[src/rtl/ninety_nine_to_zero_pkg.sv]
// Shared types and helpers for the two-digit BCD countdown timer.
package bcd_timer_pkg;

  typedef enum logic [1:0] {IDLE, RUN, EXPIRED} timer_state_t;

  localparam logic [3:0] BCD_MAX = 4'd9;

  function automatic logic [3:0] bcd_clamp(input logic [3:0] d);
    return (d > BCD_MAX) ? BCD_MAX : d;
  endfunction

endpackage

[src/rtl/ninety_nine_to_zero_decade_down_ctr.sv]
// Single BCD decade down-counter with parallel load and combinational borrow-out.
module decade_down_ctr
  import bcd_timer_pkg::*;
#(
  parameter logic [3:0] RESET_VAL = 4'd9
) (
  input  logic       clk,
  input  logic       rst,
  input  logic       load,
  input  logic [3:0] load_val,
  input  logic       dec_en,
  output logic [3:0] dcba,
  output logic       bout
);

  // Wrap 0 -> 9; an out-of-range digit also lands on 9.
  always_ff @(posedge clk or posedge rst) begin
    if (rst) begin
      dcba <= RESET_VAL;
    end else if (load) begin
      dcba <= load_val;
    end else if (dec_en) begin
      dcba <= ((dcba == 4'd0) || (dcba > BCD_MAX)) ? BCD_MAX : (dcba - 4'd1);
    end
  end

  assign bout = dec_en & (dcba == 4'd0);

endmodule

[src/rtl/ninety_nine_to_zero.sv]
// Two-digit BCD countdown timer with load, start/stop, expiry pulse and optional auto-reload.
module ninety_nine_to_zero
  import bcd_timer_pkg::*;
#(
  parameter bit         AUTO_RELOAD = 1'b0,
  parameter logic [3:0] RESET_TENS  = 4'd9,
  parameter logic [3:0] RESET_ONES  = 4'd9
) (
  input  logic       clk,
  input  logic       rst,
  input  logic       load,
  input  logic [3:0] load_tens,
  input  logic [3:0] load_ones,
  input  logic       start,
  input  logic       stop,
  input  logic       count_en,
  output logic [3:0] dcba10,
  output logic [3:0] dcba1,
  output logic       zero,
  output logic       busy,
  output logic       done,
  output logic       load_err
);

  timer_state_t state, state_n;
  logic [3:0]   shadow_tens, shadow_ones;
  logic         ones_dec, ones_bout, tens_bout;
  logic         reload, ctr_load, expire;
  logic [3:0]   tens_load_val, ones_load_val;

  assign zero = (dcba10 == 4'd0) && (dcba1 == 4'd0);
  assign busy = (state == RUN);

  // Decrement only when nothing of higher priority is active and the value is above 00.
  assign ones_dec = (state == RUN) & count_en & ~load & ~stop & ~zero;
  assign expire   = ones_dec & (dcba10 == 4'd0) & (dcba1 == 4'd1);

  assign reload   = AUTO_RELOAD & (state == EXPIRED) & ~load &
                    ((shadow_tens != 4'd0) || (shadow_ones != 4'd0));
  assign ctr_load = load | reload;

  assign tens_load_val = load ? bcd_clamp(load_tens) : shadow_tens;
  assign ones_load_val = load ? bcd_clamp(load_ones) : shadow_ones;

  decade_down_ctr #(.RESET_VAL(RESET_ONES)) u_ones (
    .clk      (clk),
    .rst      (rst),
    .load     (ctr_load),
    .load_val (ones_load_val),
    .dec_en   (ones_dec),
    .dcba     (dcba1),
    .bout     (ones_bout)
  );

  decade_down_ctr #(.RESET_VAL(RESET_TENS)) u_tens (
    .clk      (clk),
    .rst      (rst),
    .load     (ctr_load),
    .load_val (tens_load_val),
    .dec_en   (ones_bout),
    .dcba     (dcba10),
    .bout     (tens_bout)
  );

  always_comb begin
    state_n = state;
    if (load) begin
      state_n = IDLE;
    end else begin
      unique case (state)
        IDLE:    if (start) state_n = zero ? EXPIRED : RUN;
        RUN:     if (stop) state_n = IDLE;
                 else if (expire) state_n = EXPIRED;
        EXPIRED: state_n = reload ? RUN : IDLE;
        default: state_n = IDLE;
      endcase
    end
  end

  // done trails the single EXPIRED cycle by one register stage.
  always_ff @(posedge clk or posedge rst) begin
    if (rst) begin
      state       <= IDLE;
      shadow_tens <= RESET_TENS;
      shadow_ones <= RESET_ONES;
      done        <= 1'b0;
      load_err    <= 1'b0;
    end else begin
      state    <= state_n;
      done     <= (state == EXPIRED);
      load_err <= load & ((load_tens > BCD_MAX) | (load_ones > BCD_MAX));
      if (load) begin
        shadow_tens <= bcd_clamp(load_tens);
        shadow_ones <= bcd_clamp(load_ones);
      end
    end
  end

  logic unused_ok;
  assign unused_ok = tens_bout;

endmodule

[config.mk]
export PLATFORM = sky130hd
export DESIGN_NAME = ninety_nine_to_zero
export DESIGN_NICKNAME = d
export VERILOG_FILES = /design/src/rtl/ninety_nine_to_zero_pkg.sv /design/src/rtl/ninety_nine_to_zero_decade_down_ctr.sv /design/src/rtl/ninety_nine_to_zero.sv
export SDC_FILE = /design/constraint.sdc
export NUM_CORES = 1
export LEC_CHECK = 0
export ABC_CLOCK_PERIOD_IN_PS = 1600
export BUFFER_PORTS_ARGS = -buffer_cell sky130_fd_sc_hd__buf_4
export CAP_MARGIN = 10
export CORE_MARGIN = 4
export CORE_UTILIZATION = 39
export CTS_BUF_LIST = sky130_fd_sc_hd__clkbuf_8
export CTS_CLUSTER_SIZE = 24
export DETAILED_ROUTE_END_ITERATION = 12
export PLACE_DENSITY = 0.77
export SLEW_MARGIN = 20
export SYNTH_ARGS = -nofsm -noshare
export SYNTH_HDL_FRONTEND = slang
export SYNTH_SLANG_ARGS = --single-unit
[constraint.sdc]
create_clock -name clk -period 1.6 [get_ports clk]
set_input_delay 0.24 -clock clk [delete_from_list [all_inputs] [get_ports clk]]
set_output_delay 0.24 -clock clk [all_outputs]
set_load 0.1 [all_outputs]
==> results.md, run 1 <==
- Status: finished, violations left
- Failing checks: negative setup slack
- Final Setup Violations: 11
- CP endpoint kind: flop
- Synth Area per Inst: 9.64 sq um
- Async SR Flop Fraction: between 90% and 100%
- Setup Skew: 7.25 ps
- Routability congestion estimate: approximately 0.90
- First DRT Iteration DRCs: 20
- # diodes: 0
- Number of CTS-inserted buffers: 3
- Syn. warnings: 0
- First-pass GRT wire length: between 4000 and 5000 um
- Vias in the first global route: 989
- 1st-pass router iterations: 4
- Dpl hpwl: around 1900 um
- Layout cells sized above 1: 59.7%
- Post-Synth XOR/XNOR Area: 0%
- DRC viols: 0
- Clock Sink Count: 12
- Max Fanout on Critical Path: 5
- CTS root buffer: clkbuf_8
- Syn Inst Count: 96
- Setup ws final: -277 ps
- Vias: slightly below 1,000
- Post-synthesis compound-gate area fraction: 19.3%
- Reg clk slew, reported paths: 60 ps
- Fin cells: 182
- Filler Cell Count: 161
- DR vias/cell: 5.42
- Largest net degree at the start of global routing: 19
- Initial antenna violation count: 0
- Die area: 0.00322 sq mm
- Synthesized cell area: 926 sq um
- Maxcap violations: 0
- Mux share of post-synthesis cell area: 0%
- Final instance area: 0.00156 sq mm
- IR drop worst, VDD: 0.678 mV
- ANT nets after route: 0
- CP Class: flop to flop
- Total track usage: 18.0%
- Flop and latch count out of synthesis: 12
- Main flop type after synthesis: dfrtp_1
- Final Hold Viols: 0
- Area post-placement: 0.00138 sq mm
- PD cells: 776 mW/mm^2
- I/O Pins: 26
- Tot Pwr: 1.21 mW
- Register area share after synthesis: between 30% and 40%
- CTS H-tree lvls: 1
- Setup TNS: -2390 ps
- R2R Setup Slk: -280 ps
- CTS tree: done
- Relative slew slack: between 60% and 70%
- Die width: 56.7 um
- Core Box Area: 0.00223 sq mm
- Synthesis-to-layout area growth: 68.2%
- Reg2reg start: u_tens.dcba[0]$_DFFE_PP1P_
- Initial core utilization: 41.5%
- P_leak: 0.687 nW
- Congestion Overflow GR: 0
- Slew Viols, Final: 0
- RSZ-0062 raised after global routing: yes
- Synth Area in Adders: under 10%
- WL/cell: between 15 and 20 um
- Nets: 174
- Final period util: 117%
- Fmax: 533 MHz
- Data required, critical path: 1730 ps
- Worst EP arrival: 2010 ps
- Synth Net Count: 115
- Clk buf depth: 2
- Post-route minimum period: 1880 ps
- R2R depth: 7
- Count of cell types in the netlist: 39
- Clk_lat worst skew: 240 ps
- Hold Crit Class: input port to asynchronous set/reset pin
- Area of the multi-input gates: 648 sq um
- Worst-Margin Slew: 552 ps
- Row count: 17
- Synth Area in Simple Gates: 34.9%
- Inst Count DP: roughly 170
- Setup WS pre-CTS: -164 ps
- Register area: 329 sq um
- CP startpoint kind: flop
- EDFF count, synth: 0
- Main combinational cell family by area after synthesis: simple AND/OR/NAND/NOR gates
- Die height: 56.7 um
- Routed WL: 2880 um
- Reg-to-Reg End: u_ones.dcba[1]$_DFFE_PP0P_
- Port Buffers: 25
## metal layers
layer	up-vias	routed length [um]	part of all wire, %	global-route usage [%]
li1	475	-	-	-
met1	476	1250	43	20.7
met2	30	1460	51	32.2
met3	6	122	4.2	3.68
met4	0	48	1.7	6.78
met5	-	0	0	0
## layout by cell type, fill, tap and decap left out, drive strengths merged, types with 3 or more instances in the layout
cell	n
buf	57
clkbuf	3
dfrtp	8
dfstp	4
ha	5
inv	8
nand2	3
nand2b	3
nand3	3
nand3b	5
nor2	11
nor2b	4
nor3	4
nor3b	4
o21ai	4
o311a	3
## cells by family (layout without fill, tap and decap cells)
| logic type | after synthesis | after routing |
|---|---|---|
| compound gates | 22 | 22 |
| simple gates | 46 | 46 |
| buf+inv | 11 | 69 |
| fa+ha+maj | 5 | 5 |
| flops | 12 | 12 |
## cell usage after synthesis, drive strengths merged, types with 2 or more instances
library cell / count / area [sq um]
o31ai: 2 / 15.0
nor2b: 4 / 25.0
nand3: 3 / 15.0
buf: 2 / 22.5
nor3: 4 / 20.0
o311a: 3 / 30.0
a31oi: 2 / 12.5
dfrtp: 8 / 200
nor3b: 4 / 51.3
o21ai: 4 / 20.0
ha: 5 / 62.6
nand2: 3 / 11.3
inv: 8 / 30.0
nand4: 2 / 12.5
dfstp: 4 / 105
nand2b: 3 / 18.8
nand3b: 5 / 37.5
nor2: 11 / 41.3
## what timing repair did
action	in CTS	in global routing
gates resized for setup	5	9
setup endpoints to repair	10	11
setup buffers	5	5
hold buffers	0	0
pin swaps	9	6
## state kept, by name, indices dropped and copies added, names as in the netlist
register / flops
done: 1
u_tens.dcba: 4
u_ones.dcba: 4
load_err: 1
state: 2
## power breakdown
group          switching [mW]  internal (mW)  total (mW)
logic                   0.329          0.212       0.541
registers              0.0371          0.344       0.381
clock network           0.118          0.169       0.287
total                   0.484          0.725        1.21
## worst max-delay path by stage
stage	from	slack (ps)	end
2_1_floorplan	u_tens.dcba[0]$_DFFE_PP1P_	-550	state[1]$_DFFE_PP0P_
3_3_place_gp	u_tens.dcba[1]$_DFFE_PP0P_	-150	state[0]$_DFFE_PP0P_
3_5_place_dp	u_tens.dcba[1]$_DFFE_PP0P_	-160	state[0]$_DFFE_PP0P_
4_1_cts	u_tens.dcba[0]$_DFFE_PP1P_	-280	u_ones.dcba[1]$_DFFE_PP0P_
5_1_grt	u_ones.dcba[0]$_DFFE_PP1P_	-320	zero
6_report	u_tens.dcba[0]$_DFFE_PP1P_	-280	u_ones.dcba[1]$_DFFE_PP0P_
## through the flow
stage | utilization, % | hold slack [ps]
floorplan | - | 102
global placement | 61.8 | 297
detailed placement | 61.8 | 313
CTS | 66.4 | 37.9
global route | 69.7 | 58.9
finish | 69.7 | 24.6
## layout make-up
class	instances	share of cell area (%)
Multi-Input combinational cell	73	41.6
Timing Repair Buffer	57	29.5
Sequential cell	12	21.1
Clock buffer	3	2.65
Inverter	8	2.65
Tap cell	28	2.25
Clock inverter	1	0.241
## critical path, cell delays in order (launching register included)
cell and delay (ps):
dfstp_4 610, inv_2 50, ha_4 170, nor3b_4 150, buf_6 130, a211oi_4 280
nor3_1 100, a211o_1 270
Note: power is estimated with default switching activity, not from simulation.
==> inputs of run 2 (changes only) <==
- CORE_ASPECT_RATIO: unset -> 1.2
==> results.md, run 2 (synthesis results as in run 1) <==
- Fmax: 537 MHz
- Total track usage: between 10% and 20%
- Final period util: 116%
- Number of CTS-inserted buffers: 3
- Dpl hpwl: 2020 um
- Die width: 52.5 um
- Max Fanout on Critical Path: 8
- Most frequent cells in the layout: 47 x buf_4, 11 x nor2_1, 5 x nand3b_1
- Die area: 0.00322 sq mm
- Final Hold Viols: 0
- ANT nets after route: 0
- # diodes: 0
- CP endpoint kind: flop
- 1st-pass router iterations: 4
- Registers with the most flip-flops: u_ones.dcba (4), u_tens.dcba (4), state (2)
- Reg2reg start: u_ones.dcba[0]$_DFFE_PP1P_
- Congestion Overflow GR: 0
- Row count: 19
- Reg-to-Reg End: u_ones.dcba[1]$_DFFE_PP0P_
- Synthesis-to-layout area growth: 62.7%
- Routability congestion estimate: 0.815
- Slew Viols, Final: 0
- Port Buffers: 25
- Setup Skew: 4.32 ps
- Filler Cell Count: 200
- R2R Setup Slk: -260 ps
- Clk buf depth: 2
- Largest net degree at the start of global routing: 19
- Initial core utilization: 40.6%
- Register area: between 300 and 400 sq um
- CP Class: flop to flop
- Failing checks: negative setup slack
- CTS H-tree lvls: 1
- Core Box Area: 0.00228 sq mm
- Nets: 169
- Status: finished, violations left
- Worst-Margin Slew: 538 ps
- IR drop worst, VDD: about 0.7 mV
- Tot Pwr: 1.16 mW
- I/O Pins: 26
- Initial antenna violation count: 0
- Hold_buf cts: 0
- Hold Crit Class: input port to asynchronous set/reset pin
- Worst EP arrival: 1990 ps
- Data required, critical path: 1720 ps
- Clk_lat worst skew: 240 ps
- CTS root buffer: clkbuf_8
- Layout cells sized above 1: a little under three fifths
- Relative slew slack: 64.1%
- Fin cells: 180
- PD cells: 771 mW/mm^2
- CTS tree: done
- Final Setup Violations: 10
- Inst Count DP: 169
- RSZ-0062 raised after global routing: yes
- DRC viols: 0
- Vias in the first global route: 928
- Setup ws final: -262 ps
- Clock Sink Count: 12
- Commonest non-fill, non-tap cell in the layout: buf_4
- Post-route minimum period: ~1900 ps
- Die height: 61.4 um
- WL/cell: approximately 15 um
- Maxcap violations: 0
- Reg clk slew, reported paths: 50 ps
- Area of the multi-input gates: 632 sq um
- First DRT Iteration DRCs: 32
- DR vias/cell: ~5.4
- Vias: around 980
- R2R depth: 8
- Routed WL: between 2000 and 3000 um
- P_leak: about 0.66 nW
- First-pass GRT wire length: around 4300 um
- CP startpoint kind: flop
==> run 2: cell types whose count changed in the layout (fill, tap and decap cells not counted), sizes merged <==
cell	delta
buf	-5
==> run 2: cell type report <==
| cell class | instances | area share [%] |
|---|---|---|
| clock inverter | 1 | 0.249 |
| tap | 31 | 2.57 |
| sequential | 12 | 21.8 |
| inverter | 8 | 2.91 |
| clock buffer | 3 | 2.74 |
| multi-input combinational | 73 | 41.9 |
| timing repair buffer | 52 | 27.7 |
==> run 2: where the power goes <==
| part | switching, mW | leakage, nW | internal (mW) |
|---|---|---|---|
| clock network | 0.107 | 0.0269 | 0.169 |
| logic | 0.317 | 0.490 | 0.188 |
| registers | 0.0361 | 0.142 | 0.344 |
| total | 0.461 | 0.659 | 0.701 |
==> run 2: what timing repair did <==
item / 4_1_cts / 5_1_grt
setup buffers: 3 / 4
endpoints found under the setup margin: 10 / 11
endpoints found under the hold margin: 0 / 0
pin swaps: 6 / 4
resized for setup: 4 / 6
==> run 2: critical path: stages, from the launching register on <==
cell	delay [ps]
dfstp_4	620
inv_4	50
ha_4	140
nor3b_4	160
buf_6	120
a211oi_4	220
buf_6	160
nor3_1	40
a211o_1	220
==> run 2: metal layers <==
layer | vias to the layer above | global-route usage [%] | part of all wire, %
li1 | 462 | - | -
met1 | 474 | 20.9 | 36
met2 | 39 | 34.0 | 56
met3 | 4 | 4.12 | 6.7
met4 | 0 | 4.01 | 1.1
met5 | - | 0 | 0
==> run 2: worst max-delay path by stage <==
| stage | from | to | depth (start not counted) | slack [ps] |
|---|---|---|---|---|
| floorplan | u_tens.dcba[0]$_DFFE_PP1P_ | state[1]$_DFFE_PP0P_ | 7 | -550 |
| global placement | u_ones.dcba[0]$_DFFE_PP1P_ | u_ones.dcba[1]$_DFFE_PP0P_ | 6 | -160 |
| detailed placement | u_ones.dcba[0]$_DFFE_PP1P_ | u_ones.dcba[1]$_DFFE_PP0P_ | 6 | -190 |
| CTS | u_tens.dcba[0]$_DFFE_PP1P_ | u_ones.dcba[3]$_DFFE_PP1P_ | 7 | -290 |
| global route | u_ones.dcba[1]$_DFFE_PP0P_ | zero | 6 | -320 |
| finish | u_ones.dcba[0]$_DFFE_PP1P_ | u_ones.dcba[1]$_DFFE_PP0P_ | 8 | -260 |
==> run 2: through the flow <==
stage	cell area (sq um)	utilization, %	setup TNS, ps	hold WS [ps]	setup WS, ps
after floorplan	1020	-	-2990	102	-554
after global placement	1370	60.0	-777	285	-163
after detailed placement	1370	60.0	-1180	302	-189
after CTS	1450	63.7	-2300	45.9	-293
after global routing	1510	66.0	-2810	58.6	-321
final	1510	66.0	-2040	24.8	-262
==> inputs of run 3 (changes only) <==
- SETUP_SLACK_MARGIN: unset -> 0.4
==> results.md, run 3 (synthesis results as in run 1) <==
- Pint: 0.839 mW
- Fmax: 534 MHz
- PD cells: 773 mW/mm^2
- Reg clk slew, reported paths: about 70 ps
- Die area: 0.00322 sq mm
- Area of the multi-input gates: 686 sq um
- Layout cells sized above 1: a little under two thirds
- Net Switching: about 0.54 mW
- Crit-path cells: inv_4, ha_4, nor3b_4, nand2_2, clkinvlp_4, buf_12
- Number of CTS-inserted buffers: 3
- Register area: ~330 sq um
- R2R depth: 8
- Reg-to-Reg End: u_ones.dcba[1]$_DFFE_PP0P_
- Setup WS pre-CTS: -222 ps
- Vias in the first global route: 1,115
- # diodes: 0
- Die width: 52.5 um
- CTS H-tree lvls: 1
- Largest delay share family, worst path: flip-flops
- Setup Skew: 4.02 ps
- Routed WL: ~3400 um
- Comb power frac: 46.1%
- Worst-Margin Slew: 503 ps
- CP endpoint kind: output port
- Tot Pwr: 1.38 mW
- Clk buf depth: 2
- CTS tree: done
- Data required, critical path: 1360 ps
- RSZ-0062 raised after global routing: yes
- Vias: 1,047
- Final Setup Violations: 11
- Filler Cell Count: 159
- Setup ws final: -273 ps
- Worst setup path endpoint: zero
- Hold Crit Class: input port to asynchronous set/reset pin
- Clock Power Share: 26.3%
- Failing checks: negative setup slack
- CP startpoint kind: flop
- Total track usage: 22.2%
- Commonest non-fill, non-tap cell in the layout: buf_4
- IR drop worst, VDD: about 0.6 mV
- Worst EP arrival: 1630 ps
- Port Buffers: 25
- Routability congestion estimate: approximately 0.83
- Critical path depth: 6
- Die height: just over 60 um
- R2R Setup Slk: -270 ps
- WL/cell: 17.7 um
- Post-route minimum period: 1870 ps
- 1st-pass router iterations: 4
- Max stage delay cell, worst path: dfrtp_4
- Status: finished, violations left
- Relative slew slack: 66.4%
- Congestion Overflow GR: 0
- Net Sw Frac: 39.3%
- CP peak stage delay: 500 ps
- Core Box Area: 0.00228 sq mm
- Final Hold Viols: 0
- CP bufs+invs: 3
- Area post-placement: about 0.0014 sq mm
- I/O Pins: 26
- Inst Count DP: between 150 and 200
- Maxcap violations: 0
- First-pass GRT wire length: 5180 um
- Synthesis-to-layout area growth: 93.1%
- Reg power frac: 27.7%
- Max Fanout on Critical Path: 3
- Clock Sink Count: 12
- DRC viols: 0
- P_leak: 0.771 nW
- Initial core utilization: 40.6%
- Dpl hpwl: 2170 um
- First DRT Iteration DRCs: 32
- Launch point of the critical path: u_ones.dcba[1]$_DFFE_PP0P_
- Nets: 179
- Reg2reg start: u_tens.dcba[0]$_DFFE_PP1P_
- Registers with the most flip-flops: u_ones.dcba (4), u_tens.dcba (4), state (2)
- Most frequent cells in the layout: 39 x buf_4, 13 x buf_6, 11 x nor2_1
- ANT nets after route: 0
- DR vias/cell: roughly 5.5
- Clk_lat worst skew: 250 ps
- Final instance area: 0.00179 sq mm
- Initial antenna violation count: 0
- Fin cells: 190
- CP Class: flop to output port
- CTS root buffer: clkbuf_8
- Hold_buf cts: 0
- Slew Viols, Final: 0
- Largest net degree at the start of global routing: 19
- Setup TNS: -2010 ps
- Row count: 19
- Final period util: 117%
-- run 3: cell types whose count changed in the layout (fill, tap and decap cells not counted), moves of 2 or more --
cell and change:
buf_12 +8, buf_4 -8, buf_6 +9, nor3_1 -2
-- run 3: cell type report --
| cell class | count | area share, % |
|---|---|---|
| well taps | 31 | 2.17 |
| multi-input cells | 73 | 38.3 |
| flip-flops and latches | 12 | 18.5 |
| clock buffers | 4 | 3.08 |
| repair buffers | 62 | 35.5 |
| inverters | 8 | 2.45 |
-- run 3: worst reg2reg max path, cell delays in order, from the launching register on --
cell,delay (ps)
dfstp_4,630
inv_4,40
ha_4,150
nor3b_4,160
buf_6,130
a211oi_4,220
buf_6,160
nor3_2,40
a211o_1,230
-- run 3: through the flow --
stage / hold WS [ps] / util (%)
after floorplan: 102 / -
after global placement: 293 / 61.9
after detailed placement: 303 / 61.9
after CTS: 37.9 / 73.8
after global routing: 57.4 / 78.3
final: 14.5 / 78.3
-- run 3: worst min path at each step --
stage	start	end	slack, ps	cells after the start
after floorplan	rst	done$_DFF_PP0_	100	1
after global placement	rst	load_err$_DFF_PP0_	290	2
after detailed placement	rst	load_err$_DFF_PP0_	300	2
after CTS	rst	load_err$_DFF_PP0_	40	2
after global routing	rst	load_err$_DFF_PP0_	60	2
final	rst	u_ones.dcba[1]$_DFFE_PP0P_	10	2
-- run 3: metal layers --
metal,track usage (%),wire length [um],share of wire (%)
met1,25.6,1240,37
met2,41.0,1820,54
met3,4.84,207,6.2
met4,6.57,87,2.6
met5,0,0,0
-- run 3: power by group through the flow --
stage	registers (mW)	logic [mW]	clock network, mW
after detailed placement	0.382	0.498	0
final	0.382	0.637	0.363
after global placement	0.380	0.485	0
after global routing	0.387	0.668	0.372
after CTS	0.380	0.595	0.353
after floorplan	0.544	0.178	0
-- run 3: timing repair --
action	in CTS	in global routing
buffers inserted	7	6
resized for setup	42	10
endpoints found under the setup margin	20	19
pin swaps	9	10
